`src/rtl/node_loader.sv`:
```
// node_loader: packs a narrow word stream into node weight/bias/input buses and returns the node result.
// Optional FRAME_CHECK_EN: reject beats whose kind differs from the frame kind and raise sticky err.
module node_loader #(
  parameter int N_INPUTS     = 16,
  parameter int WEIGHT_BITS  = 6,
  parameter int INPUT_BITS   = 6,
  parameter int OUTPUT_BITS  = 1,
  parameter int NODE_LATENCY = 2
) (
  input  logic                            clk,
  input  logic                            reset,
  input  logic                            s_valid,
  output logic                            s_ready,
  input  logic                            s_kind,
  input  logic [WEIGHT_BITS-1:0]          s_data,
  output logic [N_INPUTS*WEIGHT_BITS-1:0] weights_t,
  output logic [WEIGHT_BITS-1:0]          bias_t,
  output logic [N_INPUTS*INPUT_BITS-1:0]  inputs_t,
  input  logic [OUTPUT_BITS-1:0]          node_outputs,
  output logic                            r_valid,
  input  logic                            r_ready,
  output logic [OUTPUT_BITS-1:0]          r_data,
  output logic                            busy,
  output logic                            err
);
  localparam int CMAX = N_INPUTS > NODE_LATENCY ? N_INPUTS : NODE_LATENCY;
  localparam int CW = $clog2(CMAX + 1);
  localparam logic [CW-1:0] LAST_X = CW'(N_INPUTS - 1);
  localparam logic [CW-1:0] BIAS_IDX = CW'(N_INPUTS);
  localparam logic [CW-1:0] LAT = CW'(NODE_LATENCY);
  typedef enum logic [2:0] {IDLE, LOAD_W, LOAD_X, WAIT, RESP} state_t;
  state_t                          state_q;
  logic [CW-1:0]                   cnt_q;
  logic                            kind_q;
  logic [N_INPUTS*WEIGHT_BITS-1:0] weights_q;
  logic [WEIGHT_BITS-1:0]          bias_q;
  logic [N_INPUTS*INPUT_BITS-1:0]  inputs_q;
  logic [OUTPUT_BITS-1:0]          r_data_q;
  logic                            r_valid_q;
  logic                            beat;
  logic                            kind;
  logic                            mism;
  logic [CW-1:0]                   idx;
  assign s_ready   = state_q == IDLE || state_q == LOAD_W || state_q == LOAD_X;
  assign beat      = s_valid && s_ready;
  assign idx       = state_q == IDLE ? '0 : cnt_q;
  assign kind      = state_q == IDLE ? s_kind : kind_q;
  assign busy      = state_q != IDLE;
  assign weights_t = weights_q;
  assign bias_t    = bias_q;
  assign inputs_t  = inputs_q;
  assign r_data    = r_data_q;
  assign r_valid   = r_valid_q;
`ifdef FRAME_CHECK_EN
  logic err_q;
  assign mism = state_q != IDLE && s_kind != kind_q;
  assign err  = err_q;
`else
  assign mism = 1'b0;
  assign err  = 1'b0;
`endif
  // IDLE accepts word 0 of a frame, so IDLE and LOAD_* share the beat path with idx forced to 0
  always_ff @(posedge clk or negedge reset) begin
    if (!reset) begin
      state_q   <= IDLE;
      cnt_q     <= '0;
      kind_q    <= 1'b0;
      weights_q <= '0;
      bias_q    <= '0;
      inputs_q  <= '0;
      r_data_q  <= '0;
      r_valid_q <= 1'b0;
`ifdef FRAME_CHECK_EN
      err_q     <= 1'b0;
`endif
    end else begin
      case (state_q)
        IDLE, LOAD_W, LOAD_X: if (beat) begin
          if (mism) begin
            cnt_q   <= '0;
            state_q <= IDLE;
`ifdef FRAME_CHECK_EN
            err_q   <= 1'b1;
`endif
          end else if (!kind) begin
            kind_q <= kind;
            if (idx == BIAS_IDX) begin
              bias_q  <= s_data;
              cnt_q   <= '0;
              state_q <= IDLE;
            end else begin
              weights_q[idx*WEIGHT_BITS +: WEIGHT_BITS] <= s_data;
              cnt_q   <= idx + 1'b1;
              state_q <= LOAD_W;
            end
          end else begin
            kind_q <= kind;
            inputs_q[idx*INPUT_BITS +: INPUT_BITS] <= s_data[INPUT_BITS-1:0];
            cnt_q   <= idx == LAST_X ? '0 : idx + 1'b1;
            state_q <= idx == LAST_X ? WAIT : LOAD_X;
          end
        end
        WAIT: if (cnt_q == LAT) begin
          r_data_q  <= node_outputs;
          r_valid_q <= 1'b1;
          cnt_q     <= '0;
          state_q   <= RESP;
        end else cnt_q <= cnt_q + 1'b1;
        RESP: if (r_ready) begin
          r_valid_q <= 1'b0;
          state_q   <= IDLE;
        end
        default: state_q <= IDLE;
      endcase
    end
  end
endmodule
```
`config.mk`:
```
export PLATFORM = sky130hd
export DESIGN_NAME = node_loader
export DESIGN_NICKNAME = d
export VERILOG_FILES = /design/src/rtl/node_loader.sv
export SDC_FILE = /design/constraint.sdc
export NUM_CORES = 1
export LEC_CHECK = 0
export CAP_MARGIN = 30
export CORE_ASPECT_RATIO = 1.25
export CORE_MARGIN = 10
export CORE_UTILIZATION = 41
export CTS_CLUSTER_DIAMETER = 80
export CTS_CLUSTER_SIZE = 28
export DETAILED_ROUTE_END_ITERATION = 8
export HOLD_SLACK_MARGIN = 0.02
export PLACE_DENSITY = 0.66
export SYNTH_ARGS = -nofsm -noshare
export SYNTH_HDL_FRONTEND = slang
export SYNTH_SLANG_ARGS = --single-unit
```
`constraint.sdc`:
```
create_clock -name clk -period 12.8 [get_ports clk]
set_input_delay 3.84 -clock clk [delete_from_list [all_inputs] [get_ports clk]]
set_output_delay 3.84 -clock clk [all_outputs]
set_load 0.02 [all_outputs]
```
==> results of run 1 <==
metal layers:
| layer | global-route usage | wire, um | part of all wire |
|---|---|---|---|
| met4 | 0.06952 | 1234 | 0.038 |
| met2 | 0.3503 | 16670 | 0.52 |
| met1 | 0.2233 | 12010 | 0.37 |
| met5 | 0 | 0 | 0 |
| met3 | 0.05505 | 2437 | 0.075 |
critical path, stage by stage:
cell	delay, ps
clkdlybuf4s50_1	560
nand2_1	240
or2_2	400
nor2_1	270
nand2_1	190
nor2b_2	830
nand3_1	250
mux2_2	350
cell usage after synthesis, types with 12 or more instances:
library cell / n / share of area
dfrtp_1: 209 / 0.51
nor3_1: 18 / 0.0088
o21ai_0: 14 / 0.0068
mux2_2: 199 / 0.22
buf_2: 15 / 0.0073
inv_1: 22 / 0.0081
nand3_1: 24 / 0.012
clkbuf_1: 16 / 0.0059
nor3_2: 14 / 0.014
nand2_1: 106 / 0.039
a21oi_1: 15 / 0.0073
o22ai_1: 13 / 0.0079
ha_1: 12 / 0.015
nor2_1: 68 / 0.025
worst min path at each step:
stage	from	end	slack, ps	depth (start not counted)
floorplan	kind_q	kind_q	540	1
global placement	weights_t[61]	weights_t[61]	470	1
detailed placement	weights_t[61]	weights_t[61]	480	1
CTS	weights_t[61]	weights_t[61]	510	1
global route	weights_t[61]	weights_t[61]	510	1
finish	inputs_t[5]	inputs_t[5]	510	1
final cells by class:
type                            instances  area, um2  area share
Clock buffer                           14      339.1     0.02572
Timing Repair Buffer                  221       2267      0.1720
Clock inverter                          6      103.9    0.007879
Multi-Input combinational cell        607       4738      0.3595
Sequential cell                       209       5230      0.3968
Inverter                               24      90.09    0.006834
Tap cell                              330      412.9     0.03132
where the power goes:
| group | total [W] | internal (W) | switching, W | leakage, nW |
|---|---|---|---|---|
| Combinational | 0.00249 | 0.000892 | 0.00159 | 2.85 |
| Clock | 0.000475 | 0.000226 | 0.000249 | 0.217 |
| Sequential | 0.00100 | 0.000846 | 0.000155 | 2.86 |
kinds of logic after synthesis:
kind of cell,share of synthesized area
and+or+nand+nor,0.1329
DFF,0.5109
muxes,0.2270
AOI/OAI and AO/OA,0.06466
buffers and inverters,0.02750
xor gates and xnor gates,0.01907
adders and majority gates,0.01760
other,0.0003664
sequential cells by signal, summed over array words and instances (netlist names):
name,flops
inputs_t,96
weights_t,96
bias_t,6
cnt_q,5
state_q,3
kind_q,1
r_data,1
r_valid,1
metrics by stage:
stage                     cell area (um2)  total power (W)  utilization
after global routing                13180         0.004194       0.5379
final                               13180         0.003962       0.5379
after CTS                           13170         0.003969       0.5376
after floorplan                     10240         0.002515            -
after detailed placement            12730         0.003482       0.5196
after global placement              12610         0.003403       0.5148
==> results.md, run 1 <==
* Status: finished clean
* Ratio of cells with drive above 1 in the final layout at 0.2488
* FF-to-FF path depth at 17
* H-tree depth at 1
* RSZ-0062 raised after global routing: no
* Clk sinks at 209
* Final HPWL DP at 24.30 mm
* Layout Nets at 1,101
* Clock skew at 21.62 ps
* Initial core utilization at 0.4177
* Floorplan core area at 0.02450 mm2
* PD cells at 300.5 mW/mm2
* Most frequent cells in the layout: clkdlybuf4s50_1, dfrtp_1, mux2_2
* CP Capture Point: weights_t[32]
* Chip Height at 196.7 um
* Clock buffer depth at 3
* Cells after DPL at 1,390
* Final Setup Violations at 0
* Hold Fails Final Rpt at 0
* Drt first-iter violations at 618
* Place WS at 5772 ps
* Commonest non-fill, non-tap cell in the layout: clkdlybuf4s50_1
* DRC Markers at 0
* Mapped Nets at 904
* Crit. Startpoint: s_valid
* Fin Setup TNS at 0 ps
* Final ANT Viol Nets at 0
* Vias/cell at 5.476
* Max Cap Viol at 0
* Setup repair bufs after CTS at 0
* FMAX at 152.4 MHz
* Horiz. Die Dim at 161.3 um
* Hold-fix buffers, CTS at 0
* Seq/Total Area, Yosys at 0.5109
* First-pass GRT wire length at 49.36 mm
* Vias in the first global route at 8,046
* Port Buffers at 213
* FILL cells at 2,216
* Max Slew Vio Count at 0
* Mapped Area at 0.01024 mm2
* Slew margin rel. at 0.3134
* Routed wire length at 32.35 mm
* Leakage power at 5.928 nW
* Main flop type after synthesis: dfrtp_1
* I/O pins at 215
* Vias at 7,727
* Die Area at 0.03173 mm2
* Synth Warn # at 0
* Gpl congestion at 0.9736
* Avg WL per Cell at 22.93 um
* Reg2Reg Capture Point: inputs_t[2]
* Initial antenna violation count at 0
* Peak VDD IR at 0.1822 mV
* R2r startpoint: state_q[0]
* R2r setup slk at 6320 ps
* Worst setup margin at 6238 ps
* CTS root buffer: clkbuf_16
* Post_cts resized at 0
* Critical path endpoint category: flop
* Later-pin clock latency in the skew report at 490 ps
* Worst-path fanout max at 14
* Ant diodes at 0
* DRT Pass-1 Iters at 5
* Pin count of the biggest net entering global routing at 68
* Least-Margin Pin Slew at 1025 ps
* Worst hold-check path type: reg -> reg
* Minimum clock period at 6562 ps
* CTS tree: built
* Syn Inst Count at 879
* Post-synth EDFFs at 0
* Worst hold slack at 508.9 ps
* Distinct cells, synth at 69
* WP data arrival at 6950 ps
* Fin cells at 1,411
* Type of the worst setup path: in -> reg
* Synthesis-stage register bit count at 209
* CTS buffer count at 13
* GRT Overall Usage at 0.1977
* Fin crit share at 0.5127
* Syn-to-layout area delta at 28.77%
* Row cnt at 64
* Asr flop ratio synth at 1.000
* Syn_area_per_cell at 11.65 um2
* Req. time, crit path at 13,180 ps
* Grt ovf at 0
* Clock-pin slew on the worst setup and hold paths at 110 ps
* Startpoint types: input pin
Power figures use the tool's default switching activity.
==> run 2: changes to the inputs <==
- PLACE_DENSITY: 0.66 -> 0.69
- clock period: 12.8 -> 5.7 ns (I/O delays scaled with it)
==> run 2 against run 1 <==
Net effect: first-iteration DRC count rose by 8.4%; clock power is 99% higher; combinational power is 120% higher; utilization increased by 0.066 points; final cell count grew 0.85%; power increased by 120%; final area increased by 0.12%; clock-buffer cell count is 1 lower; critical endpoint is now weights_t[2].
==> results.md, run 2 (synthesis gave the netlist of run 1 again) <==
* PD cells at 660.8 mW/mm2 (+120%)
* Port Buffers at 213 (unchanged)
* H-tree depth at 1 (unchanged)
* Fin cells at 1,423 (+0.85%)
* Gpl congestion at 0.9023 (-7.3%)
* Commonest non-fill, non-tap cell in the layout: clkdlybuf4s50_1
* Slew margin rel. at 0.3078 (-0.005568)
* Sequential cell area at 0.005230 mm2 (unchanged)
* Worst setup margin at 842.9 ps (-5395 ps)
* Row cnt at 64 (unchanged)
* Most frequent cells in the layout: clkdlybuf4s50_1, dfrtp_1, mux2_2
* CTS tree: built
* Clock-pin slew on the worst setup and hold paths at 100 ps (about the same)
* WP data arrival at 5230 ps (-1720 ps)
* Initial core utilization at 0.4177 (unchanged)
* Status: finished clean
* Startpoint types: flop
* Initial antenna violation count at 0 (unchanged)
* Clock skew at 25.55 ps (+3.933 ps)
* Worst hold slack at 498.5 ps (-10.42 ps)
* Worst path most repeated cell: nor3_1
* Drt first-iter violations at 670 (+8.4%)
* Die Area at 0.03173 mm2 (unchanged)
* First-pass GRT wire length at 48.29 mm (-2.2%)
* Cells after DPL at 1,406 (+1.2%)
* Final ANT Viol Nets at 0 (unchanged)
* Grt ovf at 0 (unchanged)
* Max Slew Vio Count at 0 (unchanged)
* CP max stage cell: dfrtp_1
* Hold-fix buffers, CTS at 0 (unchanged)
* Minimum clock period at 4857 ps
* Final HPWL DP at 24.14 mm (-0.63%)
* Clk sinks at 209 (unchanged)
* Fin crit share at 0.8521
* Syn-to-layout area delta at 28.93%
* RSZ-0062 raised after global routing: no
* Switching pwr at 0.004367 W (+120%)
* Leakage power at 5.962 nW (+0.58%)
* Chip Height at 196.7 um (unchanged)
* Multi-input logic area at 0.004736 mm2 (about the same)
* Design area at 0.01320 mm2 (+0.12%)
* Ant diodes at 0 (unchanged)
* Max Cap Viol at 0 (unchanged)
* FMAX at 205.9 MHz
* Pin count of the biggest net entering global routing at 86 (+26%)
* Vias in the first global route at 8,110 (+0.80%)
* Final Setup Violations at 0 (unchanged)
* CTS buffer count at 12 (-1)
* Later-pin clock latency in the skew report at 490 ps (about the same)
* Type of the worst setup path: reg -> reg
* Internal power at 0.004354 W (+120%)
* Horiz. Die Dim at 161.3 um (unchanged)
* Switching Share at 0.5008 (-0.003793)
* Comb power frac at 0.640 (+0.012)
* Req. time, crit path at 6070 ps (-7110 ps)
* Worst-path fanout max at 14 (unchanged)
* I/O pins at 215 (unchanged)
* Sequential share of power at 0.252 (about the same)
* Floorplan core area at 0.02450 mm2 (unchanged)
* Vias at 7,798 (+0.92%)
* GRT Overall Usage at 0.1922 (-0.005564)
* Hold Fails Final Rpt at 0 (unchanged)
* Place WS at 868.1 ps (-4904 ps)
* Critical path endpoint category: flop
* Clk pwr share at 0.108 (-0.012)
* Clock buffer depth at 3 (unchanged)
* Least-Margin Pin Slew at 1038 ps (+12.99 ps)
* CTS root buffer: clkbuf_16
* Peak VDD IR at 0.3884 mV (+110%)
* DRC Markers at 0 (unchanged)
* Worst hold-check path type: reg -> reg
* DRT Pass-1 Iters at 5 (unchanged)
* Placed cell area at 0.01282 mm2 (+0.72%)
* Layout Nets at 1,115 (+1.3%)
* Avg WL per Cell at 22.11 um (-3.6%)
* Max incr delay on CP at 580 ps (-250 ps)
* Critical-path cell list: nor3_4, inv_2, buf_4, nand2_1, inv_1, fa_1, maj3_1, a211o_1, nand3_2, nor3_1, ha_1, and4_1, nor4b_1, a31oi_1, nor3_1, a22oi_1, mux2_2
* Routed wire length at 31.46 mm (-2.7%)
* FILL cells at 2,192 (-1.1%)
* Vias/cell at 5.480 (about the same)
* Fin Setup TNS at 0 ps (unchanged)
* Post_cts resized at 0 (unchanged)
* Setup repair bufs after CTS at 0 (unchanged)
* Ratio of cells with drive above 1 in the final layout at 0.2562 (+0.007332)
-- run 2: cell types whose count changed in the layout (fill, tap and decap cells not counted), moves of 2 or more --
cell,before,now
buf_16,3,1
buf_4,3,20
inv_6,2,0
buf_12,0,2
-- run 2: per-layer routing --
| metal | share of wire | wire length (um) | global-route usage | vias up |
|---|---|---|---|---|
| met2 | 0.52 | 16280 | 0.3423 | 277 |
| met5 | 0 | 0 | 0 | - |
| met1 | 0.37 | 11690 | 0.2157 | 3944 |
| met4 | 0.038 | 1199 | 0.07054 | 0 |
| li1 | - | - | - | 3521 |
| met3 | 0.073 | 2297 | 0.05129 | 56 |
-- run 2: area by class of cell --
class,instances,share of cell area
Clock buffer,13,0.02465
Clock inverter,4,0.003792
Inverter,24,0.006826
Multi-Input combinational cell,607,0.3588
Sequential cell,209,0.3963
Tap cell,330,0.03129
Timing Repair Buffer,236,0.1783
-- run 2: critical path, delay by kind of cell (launching register included) --
family / cells / cell delay, ps
buffers and inverters: 3 / 320
and+or+nand+nor: 7 / 1070
DFF: 1 / 580
AOI/OAI and AO/OA: 3 / 1030
adders and majority gates: 3 / 1380
muxes: 1 / 380
-- run 2: worst paths after layout --
kind                            slack (ps)            end  cells past startpoint           from
worst max-delay path                   840   weights_t[2]                     17     state_q[0]
worst min-delay path                   500  weights_t[61]                      1  weights_t[61]
worst max register to register         840   weights_t[2]                     17     state_q[0]
worst min register to register         500  weights_t[61]                      1  weights_t[61]
max in group asynchronous             3320       cnt_q[4]                      3          reset
min in group asynchronous             1180   inputs_t[55]                      1          reset
-- run 2: metrics by stage --
step	utilization	power, W
detailed placement	0.5233	0.007789
global route	0.5386	0.009224
CTS	0.5386	0.008755
finish	0.5386	0.008721
global placement	0.5222	0.007758
floorplan	-	0.005647
-- run 2: power by group through the flow --
stage	logic, W	registers (W)	clock network [W]
floorplan	0.00302	0.00263	0
global placement	0.00555	0.00221	0
detailed placement	0.00556	0.00223	0
CTS	0.00559	0.00220	0.000970
global route	0.00594	0.00225	0.00103
finish	0.00558	0.00219	0.000944
